$ cat src/rtl/ioctl_rom_packer.sv
// Packs data_io download bytes into big-endian 16-bit SDRAM words through a small
// word FIFO. Unpaired bytes are padded with 0xFF.
module ioctl_rom_packer #(
    parameter logic [7:0] INDEX = 8'd0,
    parameter int         DEPTH = 4
) (
    input  logic        clk_sys,
    input  logic        reset,
    input  logic        ioctl_downl,
    input  logic [7:0]  ioctl_index,
    input  logic        ioctl_wr,
    input  logic [24:0] ioctl_addr,
    input  logic [7:0]  ioctl_dout,
    output logic        wr_req,
    output logic [23:0] wr_addr,
    output logic [15:0] wr_data,
    input  logic        wr_ack,
    output logic        rom_loaded,
    output logic        overflow,
    output logic [1:0]  state_dbg
);
    localparam int AW = $clog2(DEPTH);

    typedef enum logic [1:0] {IDLE, LOAD, FLUSH, DONE} state_t;
    state_t state, state_nxt;

    logic        qual, qual_q, start, accept;
    logic        pend_v, pend_v_nxt;
    logic [23:0] pend_addr, pend_addr_nxt;
    logic [7:0]  pend_data, pend_data_nxt;
    logic [23:0] byte_waddr;
    logic        push_a, push_b, ok_a, ok_b, drop, pop;
    logic [39:0] word_a, word_b;
    logic [39:0] mem [DEPTH];
    logic [AW:0] count, free, n_push;
    logic [AW-1:0] wr_ptr, rd_ptr;

    // qual_q resets high so a download already in progress at reset release is not a start.
    assign qual       = ioctl_downl && (ioctl_index == INDEX);
    assign start      = qual && !qual_q && (state == IDLE || state == DONE);
    assign accept     = ioctl_wr && qual && (state == LOAD || start);
    assign byte_waddr = ioctl_addr[24:1];

    always_comb begin
        push_a        = 1'b0;
        push_b        = 1'b0;
        word_a        = '0;
        word_b        = '0;
        pend_v_nxt    = pend_v;
        pend_addr_nxt = pend_addr;
        pend_data_nxt = pend_data;
        if (accept) begin
            if (!ioctl_addr[0]) begin
                if (pend_v) begin
                    push_a = 1'b1;
                    word_a = {pend_addr, pend_data, 8'hFF};
                end
                pend_v_nxt    = 1'b1;
                pend_addr_nxt = byte_waddr;
                pend_data_nxt = ioctl_dout;
            end else begin
                pend_v_nxt = 1'b0;
                if (pend_v && pend_addr == byte_waddr) begin
                    push_a = 1'b1;
                    word_a = {pend_addr, pend_data, ioctl_dout};
                end else if (pend_v) begin
                    push_a = 1'b1;
                    word_a = {pend_addr, pend_data, 8'hFF};
                    push_b = 1'b1;
                    word_b = {byte_waddr, 8'hFF, ioctl_dout};
                end else begin
                    push_a = 1'b1;
                    word_a = {byte_waddr, 8'hFF, ioctl_dout};
                end
            end
        end else if (state == FLUSH && pend_v) begin
            push_a     = 1'b1;
            word_a     = {pend_addr, pend_data, 8'hFF};
            pend_v_nxt = 1'b0;
        end
    end

    // Handshake: wr_req is high while the FIFO holds a word; the head on wr_addr/wr_data
    // is held until a cycle with wr_req && wr_ack, which pops it. Pop frees space before push.
    assign pop    = wr_ack && (count != '0);
    assign free   = (AW+1)'(DEPTH) - count + {{AW{1'b0}}, pop};
    assign ok_a   = push_a && (free != '0);
    assign ok_b   = push_b && (free > {{AW{1'b0}}, 1'b1});
    assign drop   = (push_a && !ok_a) || (push_b && !ok_b);
    assign n_push = {{AW{1'b0}}, ok_a} + {{AW{1'b0}}, ok_b};

    assign wr_req             = (count != '0);
    assign {wr_addr, wr_data} = wr_req ? mem[rd_ptr] : 40'd0;
    assign rom_loaded         = (state == DONE);
    assign state_dbg          = state;

    always_comb begin
        state_nxt = state;
        case (state)
            IDLE, DONE: if (start) state_nxt = LOAD;
            LOAD:       if (!ioctl_downl) state_nxt = FLUSH;
            FLUSH:      if (!pend_v && count == '0) state_nxt = DONE;
            default:    state_nxt = IDLE;
        endcase
    end

    always_ff @(posedge clk_sys or posedge reset) begin
        if (reset) begin
            state     <= IDLE;
            qual_q    <= 1'b1;
            pend_v    <= 1'b0;
            pend_addr <= '0;
            pend_data <= '0;
            count     <= '0;
            wr_ptr    <= '0;
            rd_ptr    <= '0;
            overflow  <= 1'b0;
        end else begin
            state     <= state_nxt;
            qual_q    <= qual;
            pend_v    <= pend_v_nxt;
            pend_addr <= pend_addr_nxt;
            pend_data <= pend_data_nxt;
            count     <= count + n_push - {{AW{1'b0}}, pop};
            wr_ptr    <= wr_ptr + n_push[AW-1:0];
            if (pop) rd_ptr <= rd_ptr + AW'(1);
            overflow  <= (overflow && !start) || drop;
        end
    end

    // Storage carries no reset; outputs are gated by wr_req.
    always_ff @(posedge clk_sys) begin
        if (ok_a) mem[wr_ptr] <= word_a;
        if (ok_b) mem[wr_ptr + AW'(1)] <= word_b;
    end
endmodule

$ cat config.mk
export PLATFORM = sky130hd
export DESIGN_NAME = ioctl_rom_packer
export DESIGN_NICKNAME = d
export VERILOG_FILES = /design/src/rtl/ioctl_rom_packer.sv
export SDC_FILE = /design/constraint.sdc
export NUM_CORES = 1
export LEC_CHECK = 0
export ABC_AREA = 0
export CORE_MARGIN = 5
export CORE_UTILIZATION = 39
export CTS_BUF_LIST = sky130_fd_sc_hd__clkbuf_2
export DETAILED_ROUTE_END_ITERATION = 12
export GPL_TIMING_DRIVEN = 1
export PLACE_DENSITY = 0.66
export SLEW_MARGIN = 20
export SYNTH_ARGS = -nofsm -noshare
export SYNTH_HDL_FRONTEND = slang
export SYNTH_SLANG_ARGS = --single-unit
$ cat constraint.sdc
create_clock -name clk_sys -period 7.05 [get_ports clk_sys]
set_input_delay 1.41 -clock clk_sys [delete_from_list [all_inputs] [get_ports clk_sys]]
set_output_delay 1.41 -clock clk_sys [all_outputs]
set_load 0.02 [all_outputs]
-- Word level (Yosys, flattened, before mapping)
Memories as Yosys holds them, arrays and structs flattened.
Cells that the tools add are included.
- $add $sub $neg: 8
- $lt $le $gt $ge: 1
- eq/ne operators: 7
- muxes and demuxes: 29
- bitwise logic cells: 1
- reductions and logical operators: 32
- operators by type and width (kind ; count):
    $mux W40 ; 11
    $eq A24 B24 Y1 ; 1
    $logic_and A1 B1 Y1 ; 14
    $mux W1 ; 14
    $logic_not A8 Y1 ; 1
    $mux W2 ; 3
    $pmux W2 S3 ; 1
    $reduce_bool A3 Y1 ; 2
    $logic_not A1 Y1 ; 5
    $add A2 B1 Y2 const B ; 2
    $eq A2 B2 Y1 const B ; 2
    $logic_or A1 B1 Y1 ; 4
    $ne A2 B2 Y1 const B ; 2
    $add A3 B1 Y3 ; 1
    $add A3 B2 Y3 ; 1
    $gt A3 B1 Y1 const B ; 1
    $logic_not A3 Y1 ; 1
    $reduce_and A3 Y1 ; 1
    $sub A3 B1 Y3 ; 1
    $sub A3 B3 Y3 const A ; 1
    $add A1 B1 Y2 ; 1
    $add A2 B2 Y2 ; 1
    $eq A2 B1 Y1 const B ; 1
    $logic_not A2 Y1 ; 1
    5 further kinds ; 5
- bits in registers: 44
- RAM bits: 160
- input port bits: 46
- output and inout port bits: 45
- word-level logic and storage cells: 88
- memories kept: 1
- memory list (memory ; words ; bits a word ; read ports ; clocked after memory_dff ; write ports ; line ; source):
    mem ; 4 ; 40 ; 1 ; 0 ; 2 ; 34 ; logic [39:0] mem [DEPTH];

-- Longest topological paths before layout
- depth after elaboration: 12
- mapped depth: 19
- depth with buffers taken out: 18

-- Worst setup path before layout
No wires, ideal clock.
- path kind: input port to flip-flop
- from: input port ioctl_index[1]
- to: memory mem[1][0], enable pin
- library setup time: 446 ps
- arrival: 4482 ps
- required time: 6604 ps
- slack: 2123 ps
- cell stages on the path: 5
- path buffers: 0
- cell sequence: nor4_4 o2111ai_1 a22oi_2 nand2_1 o21bai_1
- RTL lines (what ; line ; source):
    start, declared ; 10 ; input logic [7:0] ioctl_index,
    end, declared ; 34 ;

-- Final worst setup path
- from: register rd_ptr[0]
- to: output port wr_addr[21]
- word-level cells in the longest chain between the ends: 2
- ends and longest elaborated chain (what ; line ; source):
    start, declared ; 36 ; logic [AW-1:0] wr_ptr, rd_ptr;
    start signal, assigned ; 126 ; if (pop) rd_ptr <= rd_ptr + AW'(1);
    $mem_v2 Z4 W40 ; -- ;
    $mux W40 ; 93 ; assign {wr_addr, wr_data} = wr_req ? mem[rd_ptr] : 40'd0;
    end, declared ; 15 ; output logic [23:0] wr_addr,
Every way passes these cells.

==> flow_metrics.env <==
export IMPL_seqPwrFrac_pct=47.6
export IMPL_grt_use_total_pct=18.3
export IMPL_ys_ff_latch=204
export IMPL_p_comb_share_pct=25.2
export IMPL_rsz0062_at_grt="false"
export IMPL_cp_max_fo=25
export IMPL_area_growth_syn_to_layout_pct=16.1
export IMPL_first_iter_violations=658
export IMPL_htreeDepth=2
export IMPL_power_density_nw_per_um2=237
export IMPL_first_pass_iters=5
export IMPL_dp_hpwl_um=16500
export IMPL_final_setup_tns_ns=0
export IMPL_crit_required_ns=5.64
export IMPL_cts_clk_slew_worst_paths_ns=0.09
export IMPL_wl_per_cell_um=21.8
export IMPL_root_buffer="clkbuf_2"
export IMPL_core_area_um2=26800
export IMPL_critPathCaptureType="output pin"
export IMPL_cts_path_max_buffers=3
export IMPL_p_sw_mw=0.942
export IMPL_rrSetupSlack_ns=3.04
export IMPL_hp_class="flip-flop to flip-flop"
export IMPL_cts_buffers=52
export IMPL_clock_sinks=204
export IMPL_ctsHoldBuffers=0
export IMPL_dp_worst_setup_slack_ns=1.73
export IMPL_cp_arrival_ns=3.53
export IMPL_period_minus_slack_ns=4.94
export IMPL_synth_cell_types=48
export IMPL_multi_input_area_um2=4320
export IMPL_die_area_um2=30500
export IMPL_initial_core_util_pct=39.5
export IMPL_clk_latency_ns=0.82
export IMPL_crit_type="flip-flop to output pin"
export IMPL_post_route_period_util_pct=70.0
export IMPL_cp_cell_sequence="buf_4 -> mux4_2 -> and2_1 -> clkdlybuf4s50_1"
export IMPL_regArea_um2=5910
export IMPL_max_freq_ghz=0.203
export IMPL_via_per_inst=5.89
export IMPL_ioPinCount=91
export IMPL_swShare_pct=32.4
export IMPL_grt_max_degree=101
export IMPL_timing_final_ws_setup_ns=2.11
export IMPL_die_h_um=175
export IMPL_die_w_um=175
export IMPL_final_layout_size_suffix_gt1_share_pct=22.4
export IMPL_vdd_drop_max_mv=0.140
export IMPL_mostFrequentLayoutCell="edfxtp_1"
export IMPL_totalPowerFinal_mw=2.91
export IMPL_critical_path_top_delay_family="buffers and inverters"
export IMPL_async_flop_share_pct=21.6
export IMPL_synth_enable_flop_cells=160
export IMPL_antenna_found_initial=2
export IMPL_drc=0
export IMPL_internal_power_mw=1.97
export IMPL_cts_resized=0
export IMPL_synth_warning_count=0
export IMPL_place_congestion=0.782
export IMPL_num_rows=60
export IMPL_worstReg2RegStart="count[2]"
export IMPL_seq_area_frac_synth_pct=55.9
export IMPL_holdPathEnd="pend_data[5]"
export IMPL_wl_um=28200
export IMPL_drv_cap=0
export IMPL_slew_viol_final=0
export IMPL_syn_num_nets=878
export IMPL_fillerInstances=2428
export IMPL_cts_setup_buffers=0
export IMPL_min_from="pend_data[5]"
export IMPL_p_leak_nw=4.25
export IMPL_cpPeakStageDelay_ns=0.83
export IMPL_start_kind="flip-flop"
export IMPL_holdPathStages=1
export IMPL_grt_first_pass_wirelength_um=44200
export IMPL_reg2reg_depth=18
export IMPL_critPathSlowestCell="dfrtp_2"
export IMPL_mostFrequentLayoutCells="160 x edfxtp_1, 119 x o21ai_0, 99 x o2111ai_1"
export IMPL_synthCells=821
export IMPL_outcome="finished, final reports clean"
export IMPL_finalSetupViolations=0
export IMPL_cts_tree="yes"
export IMPL_finClkSkew_ns=0.0710
export IMPL_r2r_end="count[2]"
export IMPL_worst_path_buf_inv=2
export IMPL_ant_nets=0
export IMPL_relSlewSlack_pct=27.9
export IMPL_finalNetCount=968
export IMPL_netlist_area_um2=10600
export IMPL_grt_pass1_vias=7721
export IMPL_synthFlopType="edfxtp_1"
export IMPL_gr_total_overflow=0
export IMPL_tightest_slew_ns=1.08
export IMPL_p_clk_share_pct=27.2
export IMPL_io_buffers=90
export IMPL_avgSynthCellArea_um2=12.9
export IMPL_hold_viol=0
export IMPL_vias=7639
==> cells by family after synthesis <==
group / Yosys count / synth area share [%]
simple gates: 150 / 7.25
fa+ha+maj: 11 / 1.37
compound gates: 257 / 17.0
mux: 73 / 12.0
flops: 204 / 55.9
xor+xnor: 31 / 2.57
buf+inv: 95 / 3.93
==> worst max path at each step <==
stage	from	endpoint	cells after the start
2_1_floorplan	ioctl_index[1]	mem[1][0]	5
3_3_place_gp	ioctl_addr[7]	count[2]	14
3_5_place_dp	ioctl_addr[7]	count[2]	14
4_1_cts	rd_ptr[0]	wr_addr[20]	4
5_1_grt	rd_ptr[0]	wr_addr[20]	4
6_report	rd_ptr[0]	wr_addr[21]	4
==> layer usage <==
layer	vias to the layer above	share of wire, %	wire length [um]	track usage [%]
li1	3459	-	-	-
met2	380	48	13500	29.7
met3	62	8.2	2320	4.02
met4	2	2.3	657	5.60
met1	3736	42	11800	24.7
met5	-	0.039	11	0
==> flip-flops by register name (all words and copies together), names as in the netlist <==
signal,cells
rd_ptr,2
state_dbg,2
pend_data,8
pend_v,1
qual_q,1
mem,160
overflow,1
wr_ptr,2
count,3
pend_addr,24
==> synthesized netlist by cell type (all sizes together) (2+ instances only) <==
library cell  count  area (um2)
o21ai           138         691
mux2             32         360
nand3             3        15.0
nand2            80         300
nor4              7        58.8
nor2              2        7.51
a21oi             3        22.5
clkbuf           40         150
mux4             40         901
xnor2             6        52.6
nor3b             2        20.0
o21bai            4        30.0
inv              16        60.1
buf              39         205
nand3b            2        15.0
ha               10         125
o211ai            5        57.6
dfrtp            43        1080
nand2b            3        18.8
edfxtp          160        4800
xor2             25         219
o2111ai          99         867
a211oi            3        60.1
and2             42         263
==> metrics by stage <==
stage / cells / hold WS (ns) / area [um2] / utilization, %
detailed placement: 1198 / 0.494 / 11800 / 44.0
finish: 1296 / 0.515 / 12300 / 45.8
global placement: 1198 / 0.491 / 11800 / 44.0
global route: 1296 / 0.535 / 12300 / 45.8
floorplan: 821 / 0.478 / 10600 / -
CTS: 1295 / 0.515 / 12300 / 45.8
==> power by group through the flow <==
stage	Sequential [mW]	Combinational, mW	Clock, mW
4_1_cts	1.39	0.751	0.808
3_3_place_gp	1.41	0.745	0
3_5_place_dp	1.41	0.750	0
6_report	1.38	0.735	0.792
2_1_floorplan	1.35	0.491	0
5_1_grt	1.40	0.797	0.870
==> layout make-up <==
class | count | share of cell area [%]
clock buffers | 85 | 3.46
clock inverters | 12 | 0.387
multi-input cells | 522 | 35.2
inverters | 16 | 0.489
diodes | 1 | 0.0204
flip-flops and latches | 204 | 48.1
well taps | 341 | 3.47
repair buffers | 115 | 8.86
Note: power is estimated with default switching activity, not from simulation.
